## config.mk

```make
export PLATFORM = sky130hd
export DESIGN_NAME = fcvt_wb_queue_flat
export DESIGN_NICKNAME = d
export VERILOG_FILES = /design/src/rtl/fcvt_wb_queue_pkg.sv /design/src/rtl/fcvt_wb_queue_if.sv /design/src/rtl/fcvt_wb_queue_tag_pipe.sv /design/src/rtl/fcvt_wb_queue.sv /design/src/flat_wrapper.sv
export SDC_FILE = /design/constraint.sdc
export NUM_CORES = 1
export LEC_CHECK = 0
export CAP_MARGIN = 20
export CORE_MARGIN = 1.5
export CORE_UTILIZATION = 60
export CTS_BUF_LIST = sky130_fd_sc_hd__clkbuf_16
export DETAILED_ROUTE_END_ITERATION = 8
export PLACE_DENSITY = 0.86
export SETUP_SLACK_MARGIN = 0.15
export SLEW_MARGIN = 30
export SYNTH_ARGS = -nofsm -noshare
export SYNTH_HDL_FRONTEND = slang
export SYNTH_SLANG_ARGS = --single-unit
```

## constraint.sdc

```tcl
create_clock -name clk -period 9.3 [get_ports clk]
set_input_delay 1.86 -clock clk [delete_from_list [all_inputs] [get_ports clk]]
set_output_delay 1.86 -clock clk [all_outputs]
set_load 0.02 [all_outputs]
```

## src/rtl/fcvt_wb_queue_pkg.sv

```systemverilog
// Shared FPU types and widths for the convert writeback path.
package fpu_pkg;

   localparam int unsigned FCVT_TAG_W   = 5;
   localparam int unsigned FCVT_LATENCY = 4;
   localparam int unsigned FCVT_DATA_W  = 32;

   // Queued regfile write: destination register and converted value.
   typedef struct packed {
      logic [FCVT_TAG_W-1:0]  rd;
      logic [FCVT_DATA_W-1:0] data;
   } fcvt_wb_entry_t;

   // One stage of the in-flight tag pipe.
   typedef struct packed {
      logic                  v;
      logic                  kill;
      logic [FCVT_TAG_W-1:0] rd;
   } fcvt_tag_t;

endpackage

```

## src/rtl/fcvt_wb_queue_if.sv

```systemverilog
// Issue / converter / writeback signal bundle around the convert writeback queue.
interface fcvt_wb_queue_if;
   import fpu_pkg::*;

   logic                   issue_valid;
   logic [FCVT_TAG_W-1:0]  issue_rd;
   logic                   issue_ready;
   logic                   flush;
   logic                   cvt_valid;
   logic [FCVT_DATA_W-1:0] cvt_y;
   logic                   wb_valid;
   logic [FCVT_TAG_W-1:0]  wb_rd;
   logic [FCVT_DATA_W-1:0] wb_data;
   logic                   wb_ready;
   logic                   err_orphan;

   // Pipeline / regfile side driving the queue.
   modport master (
      output issue_valid, issue_rd, flush, cvt_valid, cvt_y, wb_ready,
      input  issue_ready, wb_valid, wb_rd, wb_data, err_orphan
   );

   // Queue side.
   modport slave (
      input  issue_valid, issue_rd, flush, cvt_valid, cvt_y, wb_ready,
      output issue_ready, wb_valid, wb_rd, wb_data, err_orphan
   );

endinterface

```

## src/rtl/fcvt_wb_queue_tag_pipe.sv

```systemverilog
// Fixed-latency shift register of {v, kill, rd} tags that mirrors the converter pipe.
module fcvt_tag_pipe
   import fpu_pkg::*;
#(
   parameter int unsigned LATENCY = FCVT_LATENCY
) (
   input  logic                  clk,
   input  logic                  rst_n,
   input  logic                  i_load,
   input  logic [FCVT_TAG_W-1:0] i_rd,
   input  logic                  i_flush,
   output fcvt_tag_t             o_head
);

   fcvt_tag_t r_stage [LATENCY];
   fcvt_tag_t w_next  [LATENCY];

   // Next stage contents: new tag enters stage 0, live tags shift and pick up kill on flush.
   always_comb begin
      for (int i = 0; i < int'(LATENCY); i++) begin
         w_next[i] = '0;
      end
      w_next[0].v    = i_load;
      w_next[0].kill = 1'b0;
      w_next[0].rd   = i_load ? i_rd : '0;
      for (int i = 1; i < int'(LATENCY); i++) begin
         w_next[i]      = r_stage[i-1];
         w_next[i].kill = r_stage[i-1].kill | (i_flush & r_stage[i-1].v);
      end
   end

   // Stage registers.
   always_ff @(posedge clk) begin
      if (!rst_n) begin
         for (int i = 0; i < int'(LATENCY); i++) begin
            r_stage[i] <= '0;
         end
      end else begin
         for (int i = 0; i < int'(LATENCY); i++) begin
            r_stage[i] <= w_next[i];
         end
      end
   end

   assign o_head = r_stage[LATENCY-1];

endmodule

```

## src/rtl/fcvt_wb_queue.sv

```systemverilog
// Writeback queue for the FP-to-integer converters: credit-gated issue, tag/result pairing, result FIFO.
module fcvt_wb_queue
   import fpu_pkg::*;
#(
   parameter int unsigned DEPTH   = 4,
   parameter int unsigned LATENCY = FCVT_LATENCY
) (
   input  logic          clk,
   input  logic          rst_n,
   fcvt_wb_queue_if.slave bus
);

   localparam int unsigned IDX_W = (DEPTH > 1) ? $clog2(DEPTH) : 1;
   localparam int unsigned PTR_W = IDX_W + 1;
   // Wide enough for count + in_flight, each bounded by DEPTH.
   localparam int unsigned CNT_W = $clog2(2 * DEPTH + 1);

   logic [PTR_W-1:0] r_wr_ptr;
   logic [PTR_W-1:0] r_rd_ptr;
   logic [CNT_W-1:0] r_in_flight;
   logic             r_err_orphan;
   fcvt_wb_entry_t   r_mem [DEPTH];

   logic [PTR_W-1:0] w_count;
   logic             w_empty;
   logic             w_full;
   logic             w_issue_ready;
   logic             w_accept;
   fcvt_tag_t        w_head;
   logic             w_kill;
   logic             w_push;
   logic             w_pop;
   logic             w_orphan;
   fcvt_wb_entry_t   w_push_entry;
   fcvt_wb_entry_t   w_head_entry;

   assign w_count = PTR_W'(r_wr_ptr - r_rd_ptr);
   assign w_empty = (r_wr_ptr == r_rd_ptr);
   assign w_full  = (r_wr_ptr[IDX_W-1:0] == r_rd_ptr[IDX_W-1:0]) &&
                    (r_wr_ptr[PTR_W-1]   != r_rd_ptr[PTR_W-1]);

   // A result slot is reserved for every op the converter might still deliver.
   assign w_issue_ready = !bus.flush &&
                          ((CNT_W'(w_count) + r_in_flight) < CNT_W'(DEPTH));
   assign w_accept      = bus.issue_valid && w_issue_ready;

   fcvt_tag_pipe #(
      .LATENCY (LATENCY)
   ) u_tag_pipe (
      .clk     (clk),
      .rst_n   (rst_n),
      .i_load  (w_accept),
      .i_rd    (bus.issue_rd),
      .i_flush (bus.flush),
      .o_head  (w_head)
   );

   // A result arriving in the flush cycle belongs to a killed op as well.
   assign w_kill       = w_head.kill || bus.flush;
   assign w_push       = w_head.v && !w_kill && bus.cvt_valid;
   assign w_pop        = !w_empty && bus.wb_ready && !bus.flush;
   assign w_orphan     = w_head.v != bus.cvt_valid;
   assign w_push_entry = '{rd: w_head.rd, data: bus.cvt_y};
   assign w_head_entry = r_mem[r_rd_ptr[IDX_W-1:0]];

   // FIFO pointers; flush empties the queue and overrides any pop.
   always_ff @(posedge clk) begin
      if (!rst_n) begin
         r_wr_ptr <= '0;
         r_rd_ptr <= '0;
      end else if (bus.flush) begin
         r_rd_ptr <= r_wr_ptr;
      end else begin
         if (w_push) r_wr_ptr <= r_wr_ptr + PTR_W'(1);
         if (w_pop)  r_rd_ptr <= r_rd_ptr + PTR_W'(1);
      end
   end

   // FIFO storage; contents are only visible through non-empty pointers, so no reset.
   always_ff @(posedge clk) begin
      if (w_push) begin
         r_mem[r_wr_ptr[IDX_W-1:0]] <= w_push_entry;
      end
   end

   // Outstanding converter ops, killed ones included until they retire at the head.
   always_ff @(posedge clk) begin
      if (!rst_n) begin
         r_in_flight <= '0;
      end else begin
         r_in_flight <= r_in_flight + CNT_W'(w_accept) - CNT_W'(w_head.v);
      end
   end

   // Sticky flag for a result without a tag or a tag without a result.
   always_ff @(posedge clk) begin
      if (!rst_n) begin
         r_err_orphan <= 1'b0;
      end else if (w_orphan) begin
         r_err_orphan <= 1'b1;
      end
   end

   assign bus.issue_ready = w_issue_ready;
   assign bus.wb_valid    = !w_empty;
   assign bus.wb_rd       = w_empty ? '0 : w_head_entry.rd;
   assign bus.wb_data     = w_empty ? '0 : w_head_entry.data;
   assign bus.err_orphan  = r_err_orphan;

   a_no_overflow: assert property (@(posedge clk) disable iff (!rst_n)
      !(w_push && w_full && !w_pop));

endmodule
```

## src/flat_wrapper.sv

```systemverilog
// flat-port wrapper written by rule: the top's interface ports become plain ports
module fcvt_wb_queue_flat import fpu_pkg::*;
#(
   parameter int unsigned DEPTH   = 4,
   parameter int unsigned LATENCY = FCVT_LATENCY
)
  (clk, rst_n, bus_issue_valid, bus_issue_rd, bus_flush, bus_cvt_valid, bus_cvt_y, bus_wb_ready, bus_issue_ready, bus_wb_valid, bus_wb_rd, bus_wb_data, bus_err_orphan);
  fcvt_wb_queue_if bus_i ();
  input  logic clk;
  input  logic rst_n;
  input wire logic [$bits(bus_i.issue_valid)-1:0] bus_issue_valid;
  input wire logic [$bits(bus_i.issue_rd)-1:0] bus_issue_rd;
  input wire logic [$bits(bus_i.flush)-1:0] bus_flush;
  input wire logic [$bits(bus_i.cvt_valid)-1:0] bus_cvt_valid;
  input wire logic [$bits(bus_i.cvt_y)-1:0] bus_cvt_y;
  input wire logic [$bits(bus_i.wb_ready)-1:0] bus_wb_ready;
  output wire logic [$bits(bus_i.issue_ready)-1:0] bus_issue_ready;
  output wire logic [$bits(bus_i.wb_valid)-1:0] bus_wb_valid;
  output wire logic [$bits(bus_i.wb_rd)-1:0] bus_wb_rd;
  output wire logic [$bits(bus_i.wb_data)-1:0] bus_wb_data;
  output wire logic [$bits(bus_i.err_orphan)-1:0] bus_err_orphan;
  assign bus_i.issue_valid = bus_issue_valid;
  assign bus_i.issue_rd = bus_issue_rd;
  assign bus_i.flush = bus_flush;
  assign bus_i.cvt_valid = bus_cvt_valid;
  assign bus_i.cvt_y = bus_cvt_y;
  assign bus_i.wb_ready = bus_wb_ready;
  assign bus_issue_ready = bus_i.issue_ready;
  assign bus_wb_valid = bus_i.wb_valid;
  assign bus_wb_rd = bus_i.wb_rd;
  assign bus_wb_data = bus_i.wb_data;
  assign bus_err_orphan = bus_i.err_orphan;
  fcvt_wb_queue #(.DEPTH(DEPTH), .LATENCY(LATENCY)) u_core (.clk(clk), .rst_n(rst_n), .bus(bus_i));
endmodule
```

==> results of run 1 <==
## critical path, stage by stage
cell and delay (ns):
clkdlybuf4s50_1 0.70, a21oi_1 0.24, clkdlybuf4s50_1 0.63
## cells by family (layout without fill, tap and decap cells)
| kind of cell | count (synthesis) | count (layout) | synth area share, % |
|---|---|---|---|
| and+or+nand+nor | 96 | 96 | 9.930 |
| muxes | 37 | 37 | 11.17 |
| AOI/OAI and AO/OA | 27 | 27 | 2.382 |
| xor gates and xnor gates | 7 | 7 | 0.9227 |
| DFF | 188 | 188 | 70.31 |
| adders and majority gates | 15 | 15 | 2.717 |
| buffers and inverters | 30 | 130 | 2.566 |
## power groups by stage
| stage | Sequential, uW | Clock, uW | Combinational [uW] |
|---|---|---|---|
| floorplan | 938 | 0 | 86.2 |
| global placement | 942 | 0 | 132 |
| detailed placement | 943 | 0 | 137 |
| CTS | 924 | 675 | 138 |
| global route | 925 | 710 | 149 |
| finish | 924 | 667 | 137 |
## synthesized netlist by cell type, drive strengths merged, types with 2 or more instances
cell	number	area share, %
edfxtp	148	60
dfxtp	40	11
nor2b	40	5.4
mux4	37	11
and2	23	1.9
ha	13	2.2
inv	13	0.65
buf	11	1.6
a21oi	10	0.67
nand2	9	0.45
nor2	9	0.49
clkbuf	6	0.32
a21boi	5	0.50
xor2	4	0.57
xnor2	3	0.35
fa	2	0.54
nand3	2	0.13
nand4	2	0.17
nand4bb	2	0.30
o211ai	2	0.20
or4b	2	0.32
## metrics by stage
stage	hold WS (ns)	std cells	setup WS [ns]	util (%)
2_1_floorplan	0.4119	400	5.049	-
6_report	0.4301	668	4.010	74.14
4_1_cts	0.4318	668	4.039	74.14
3_5_place_dp	0.4192	636	4.041	69.61
5_1_grt	0.4503	668	3.890	74.14
3_3_place_gp	0.4144	636	4.061	69.55
## worst paths after layout
check	from	to	slack, ns
setup / recovery	bus_flush	bus_issue_ready	4.01
hold / removal	u_core.u_tag_pipe.r_stage[2][4]$_SDFF_PN0_	u_core.u_tag_pipe.r_stage[3][4]$_SDFF_PN0_	0.43
setup reg to reg	u_core.r_wr_ptr[0]$_SDFFE_PN0P_	u_core.r_in_flight[2]$_SDFF_PN0_	6.00
hold reg to reg	u_core.u_tag_pipe.r_stage[2][4]$_SDFF_PN0_	u_core.u_tag_pipe.r_stage[3][4]$_SDFF_PN0_	0.43
## placed cells by master, fill, tap and decap left out, drive strengths merged, types with 2 or more instances in the layout
| master | instances |
|---|---|
| a21oi | 10 |
| buf | 3 |
| xnor2 | 3 |
| nand2 | 9 |
| or4b | 2 |
| nor2 | 9 |
| fa | 2 |
| a21boi | 5 |
| o211ai | 2 |
| inv | 17 |
| clkinv | 9 |
| and2 | 23 |
| nand3 | 2 |
| nor2b | 40 |
| nand4bb | 2 |
| dfxtp | 40 |
| ha | 13 |
| edfxtp | 148 |
| xor2 | 4 |
| mux4 | 37 |
| clkdlybuf4s50 | 82 |
| nand4 | 2 |
| clkbuf | 19 |
## sequential cells by signal, indices dropped and copies added, names as in the netlist, named ones only
register	count
u_core.bus.err_orphan	1
u_core.r_in_flight	4
u_core.r_mem	148
u_core.r_rd_ptr	3
u_core.r_wr_ptr	3
u_core.u_tag_pipe.r_stage	27
## per-layer routing
| layer | vias up | share of wire [%] |
|---|---|---|
| li1 | 1699 | - |
| met1 | 1891 | 40 |
| met2 | 100 | 54 |
| met3 | 17 | 4.7 |
| met4 | 0 | 1.3 |
| met5 | - | 0 |
## cell type report
type,instances,area (um2),share of cell area [%]
clock buffer,19,475.5,5.317
multi-input combinational,182,2043,22.85
timing repair buffer,85,843.3,9.431
clock inverter,13,71.32,0.7975
sequential,188,5250,58.71
tap,168,210.2,2.351
inverter,13,48.80,0.5457
==> summary.txt, run 1 <==
GRT Max-Usage Layer: met2
Hold Violations, Final: 0
Post-synth ARST share: 0%
RSZ-0062 raised after global routing: false
CP Class: primary input to output pin
IR drop worst, VDD: 0.1195 mV
Design Area, Final: 8942 um2
Core area: 12060 um2
CTS Sinks: 188
FF-to-FF path depth: 13
Power consumption: 1728 uW
Syn avg cell area: 18.65 um2
Clock power frac: 38.6%
Tightest Pin Transition: 0.8004 ns
CTS H-Tree Depth: 4
Post-synthesis instance total: 400
Share of cells above drive strength 1: 20.20%
Die Wd: 114.5 um
CTS tree: done
Vias in the first global route: 3810
Setup TNS: 0 ns
Met1 usage: 26.15%
Yosys warns: 0
First-pass GRT wire length: 20.51 mm
Post-DP HPWL: 7.308 mm
Wire length per cell: 19.34 um
Largest net degree at the start of global routing: 39
WL final: 12.92 mm
Fill cell count: 728
Max-slew violations: 0
Yosys reg bits: 188
Final setup fails: 0
Diodes inserted: 0
Maximum clock insertion buffer count: 2
P per Cell Area: 193.3 nW/um2
Post-synth EDFFs: 148
CP arrival: 3.43 ns
Overall Global Routing Usage: 21.79%
Vias per inst: 5.549
Placer Congestion: 0.7718
Status: finished, final reports clean
GR Overflow Total: 0
Most used DFF post-synth: edfxtp_1
Final Cycle Share: 56.88%
Post-Route Skew: 0.008016 ns
DP Area: 8396 um2
Met2 Use GR: 38.12%
NumNets Final: 545
Time the worst path needs with I/O delays and setup: 5.290 ns
Max cap viols: 0
Relative slew slack: 46.64%
Required @ worst endpoint: 7.44 ns
Hold-fix buffers at CTS: 0
Post-CTS Resized: 0
Root buf cell: clkbuf_16
Worst hold path depth: 1
CP max FO: 17
Combinational Power Share: 7.9%
Vias: 3707
Switch share: 21.64%
Startpoint Class: primary input
PortBufs: 82
Total net switching power: 373.9 uW
Starting density of the core: 61.85%
Initial antenna violation count: 0
ANT nets after route: 0
Clock Latency Late Sink: 0.43 ns
Mapped Area: 7460 um2
Worst Hold Class: register to register
Syn nets: 458
Internal power: 1354 uW
Clock-pin slew on the worst setup and hold paths: 0.07 ns
Inserted Clock Buffers: 17
GR Layer Usage met3: 6.406%
DIE AREA: 13110 um2
Synth cell types: 46
Initial DRC count: 236
I/O pins: 83
Sequential area share after synthesis: 70.31%
Rows: 40
Remaining DRCs: 0
First-pass DRT Iterations: 4
Die height: 114.5 um
FMAX: 0.1890 GHz
Seq pwr share: 53.5%
LEAKAGE: 0.002976 uW
Post-CTS setup buffer count: 0
Syn-to-layout area delta: 19.88%
Crit. End Element: output pin
No activity file was read; power rests on OpenSTA's default activity.
==> run 2, diff against run 1 <==
- CORE_UTILIZATION: 60 -> 50
- PLACE_DENSITY: 0.86 -> 0.77
- clock period: 9.3 -> 4.4 ns (I/O delays scaled with it)
==> summary.txt, run 2 (synthesized netlist as in run 1, its figures left out) <==
Placer Congestion: 0.8037 (was 0.7718)
Placement Setup Slack: 0.5955 ns (was 4.041 ns)
Clock power frac: 38.4% (was 38.6%)
Vias: 3722 (was 3707)
Critical-path cell list: inv_1 > ha_1 > inv_1 > fa_1 > ha_1 > and3b_1 > or4b_1 > a21oi_1 > dlygate4sd2_1 (was clkdlybuf4s50_1 > a21oi_1 > clkdlybuf4s50_1)
FF-to-FF path depth: 13 (unchanged)
Buf+Inv Stages, Crit Path: 3 (was 2)
First-pass DRT Iterations: 4 (unchanged)
Worst reg2reg endpoint: u_core.r_in_flight[2]$_SDFF_PN0_ (unchanged)
Setup TNS: 0 ns (unchanged)
Share of cells above drive strength 1: 20.67% (was 20.20%)
IR drop worst, VDD: 0.2490 mV (was 0.1195 mV)
WL final: 13.19 mm (was 12.92 mm)
Starting density of the core: 51.33% (was 61.85%)
PortBufs: 82 (unchanged)
Fill cell count: 1037 (was 728)
Worst Hold Path EP: u_core.u_tag_pipe.r_stage[3][2]$_SDFF_PN0_ (was u_core.u_tag_pipe.r_stage[3][4]$_SDFF_PN0_)
Hold Violations, Final: 0 (unchanged)
Vias per inst: 5.379 (was 5.549)
Fin worst setup slack: 0.4080 ns (was 4.010 ns)
Final setup fails: 0 (unchanged)
Internal power: 2840 uW (was 1354 uW)
Die Wd: 125.1 um (was 114.5 um)
FF+latch area: 5248 um2 (was 5250 um2)
Most common cell after layout, fill and taps aside: edfxtp_1 (unchanged)
Combinational Power Share: 8.0% (was 7.9%)
Remaining DRCs: 0 (unchanged)
Wire length per cell: 19.06 um (was 19.34 um)
CTS Sinks: 188 (unchanged)
Startpoint Class: register (was primary input)
Overall Global Routing Usage: 17.84% (was 21.79%)
Syn-to-layout area delta: 21.15% (was 19.88%)
Time the worst path needs with I/O delays and setup: 3.992 ns
Internal reg-to-reg setup slack: 1.11 ns (was 6.00 ns)
Clock-pin slew on the worst setup and hold paths: 0.07 ns (about the same)
Largest net degree at the start of global routing: 38 (was 39)
RSZ-0062 raised after global routing: false (unchanged)
Post-DP HPWL: 8.251 mm (was 7.308 mm)
Relative slew slack: 47.28% (was 46.64%)
Root buf cell: clkbuf_16 (unchanged)
Seq pwr share: 53.6% (was 53.5%)
Initial DRC count: 217 (was 236)
Post-Route Skew: 0.006920 ns (was 0.008016 ns)
Die height: 125.1 um (was 114.5 um)
CP max stage delay: 0.51 ns (was 0.70 ns)
Final Cycle Share: 90.73%
Rows: 44 (was 40)
FMAX: 0.2505 GHz
Initial antenna violation count: 0 (unchanged)
Crit. End Element: output pin (unchanged)
ANT nets after route: 0 (unchanged)
CTS H-Tree Depth: 4 (unchanged)
CP arrival: 3.11 ns (was 3.43 ns)
Max-slew violations: 0 (unchanged)
Clock Latency Late Sink: 0.42 ns (was 0.43 ns)
CTS tree: done (unchanged)
Core area: 14530 um2 (was 12060 um2)
DIE AREA: 15660 um2 (was 13110 um2)
Area occupied by multi-input gates: 2039 um2 (was 2043 um2)
Crit path max-delay family: adder cells (was buffers and inverters)
Max cap viols: 0 (unchanged)
NumNets Final: 553 (was 545)
R2r startpoint: u_core.r_wr_ptr[0]$_SDFFE_PN0P_ (unchanged)
Switch share: 22.03% (was 21.64%)
Commonest non-fill, non-tap cells in the layout: edfxtp_1 (148), clkdlybuf4s50_1 (81), dfxtp_1 (38) (was edfxtp_1 (148), clkdlybuf4s50_1 (82), dfxtp_1 (38))
Worst Hold Class: register to register (unchanged)
Maximum clock insertion buffer count: 2 (unchanged)
Worst hold path depth: 1 (unchanged)
P per Cell Area: 403.0 nW/um2 (was 193.3 nW/um2)
Max reg flops: 148 (unchanged)
Required @ worst endpoint: 3.52 ns (was 7.44 ns)
Diodes inserted: 0 (unchanged)
Status: finished, final reports clean (unchanged)
Inserted Clock Buffers: 17 (unchanged)
Total net switching power: 802.2 uW (was 373.9 uW)
First-pass GRT wire length: 21.05 mm (was 20.51 mm)
Worst min-delay path startpoint: u_core.u_tag_pipe.r_stage[2][2]$_SDFF_PN0_ (was u_core.u_tag_pipe.r_stage[2][4]$_SDFF_PN0_)
CP max FO: 5 (was 17)
GR Overflow Total: 0 (unchanged)
Vias in the first global route: 3955 (was 3810)
I/O pins: 83 (unchanged)
CP Class: register to output pin (was primary input to output pin)
Hold-fix buffers at CTS: 0 (unchanged)
Tightest Pin Transition: 0.7884 ns (was 0.8004 ns)
Worst path slowest cell: or4b_1 (was clkdlybuf4s50_1)
LEAKAGE: 0.003012 uW (was 0.002976 uW)
[run 2: changes by cell type in the layout (fill, tap and decap cells not counted), moves of 2 or more]
cell        delta
and2_4         -3
and2_2         +3
inv_1          +2
inv_6          +2
buf_12         +2
clkinv_1       +2
clkinv_2       -7
clkinvlp_4     +2
buf_4          +6
[run 2: per-stage QoR]
| stage | util (%) | power (uW) | std cells | hold WS (ns) | cell area, um2 |
|---|---|---|---|---|---|
| 2_1_floorplan | - | 2164 | 400 | 0.4119 | 7460 |
| 3_3_place_gp | 58.45 | 2276 | 660 | 0.4136 | 8494 |
| 3_5_place_dp | 58.45 | 2286 | 660 | 0.4241 | 8494 |
| 4_1_cts | 62.18 | 3669 | 692 | 0.4395 | 9037 |
| 5_1_grt | 62.18 | 3766 | 692 | 0.4491 | 9037 |
| 6_report | 62.18 | 3642 | 692 | 0.4349 | 9037 |
[run 2: cell type report]
| type | instances | share of cell area (%) |
|---|---|---|
| clock inverters | 14 | 1.038 |
| well taps | 184 | 2.547 |
| inverters | 13 | 0.5399 |
| repair buffers | 93 | 10.26 |
| clock buffers | 18 | 4.984 |
| flip-flops and latches | 188 | 58.06 |
| multi-input cells | 182 | 22.57 |
[run 2: worst max-delay path by stage]
stage | startpoint | end | slack, ns | cells after the start
after floorplan | u_core.r_wr_ptr[0]$_SDFFE_PN0P_ | bus_issue_ready | 1.13 | 8
final | u_core.r_wr_ptr[0]$_SDFFE_PN0P_ | bus_issue_ready | 0.41 | 9
after global placement | u_core.r_wr_ptr[0]$_SDFFE_PN0P_ | bus_issue_ready | 0.66 | 9
after detailed placement | u_core.r_wr_ptr[0]$_SDFFE_PN0P_ | bus_issue_ready | 0.60 | 9
after CTS | u_core.r_wr_ptr[0]$_SDFFE_PN0P_ | bus_issue_ready | 0.39 | 9
after global routing | u_core.r_wr_ptr[0]$_SDFFE_PN0P_ | bus_issue_ready | 0.19 | 9
[run 2: metal layers]
metal	vias up	routed length (um)	GRT usage (%)	part of all wire, %
met3	17	567	4.279	4.3
met5	-	0	0	0
met2	108	6810	30.05	52
met4	0	195	6.150	1.5
met1	1882	5614	22.87	43
li1	1715	-	-	-
[run 2: repair_timing]
item	4_1_cts	5_1_grt
setup endpoints to repair	1	0
gates resized for setup	1	0
buffers inserted	0	0
[run 2: power groups by stage]
stage | Sequential [uW] | Clock (uW) | Combinational (uW)
2_1_floorplan | 1980 | 0 | 182
3_3_place_gp | 1990 | 0 | 286
3_5_place_dp | 1990 | 0 | 295
4_1_cts | 1950 | 1420 | 295
5_1_grt | 1950 | 1500 | 316
6_report | 1950 | 1400 | 291
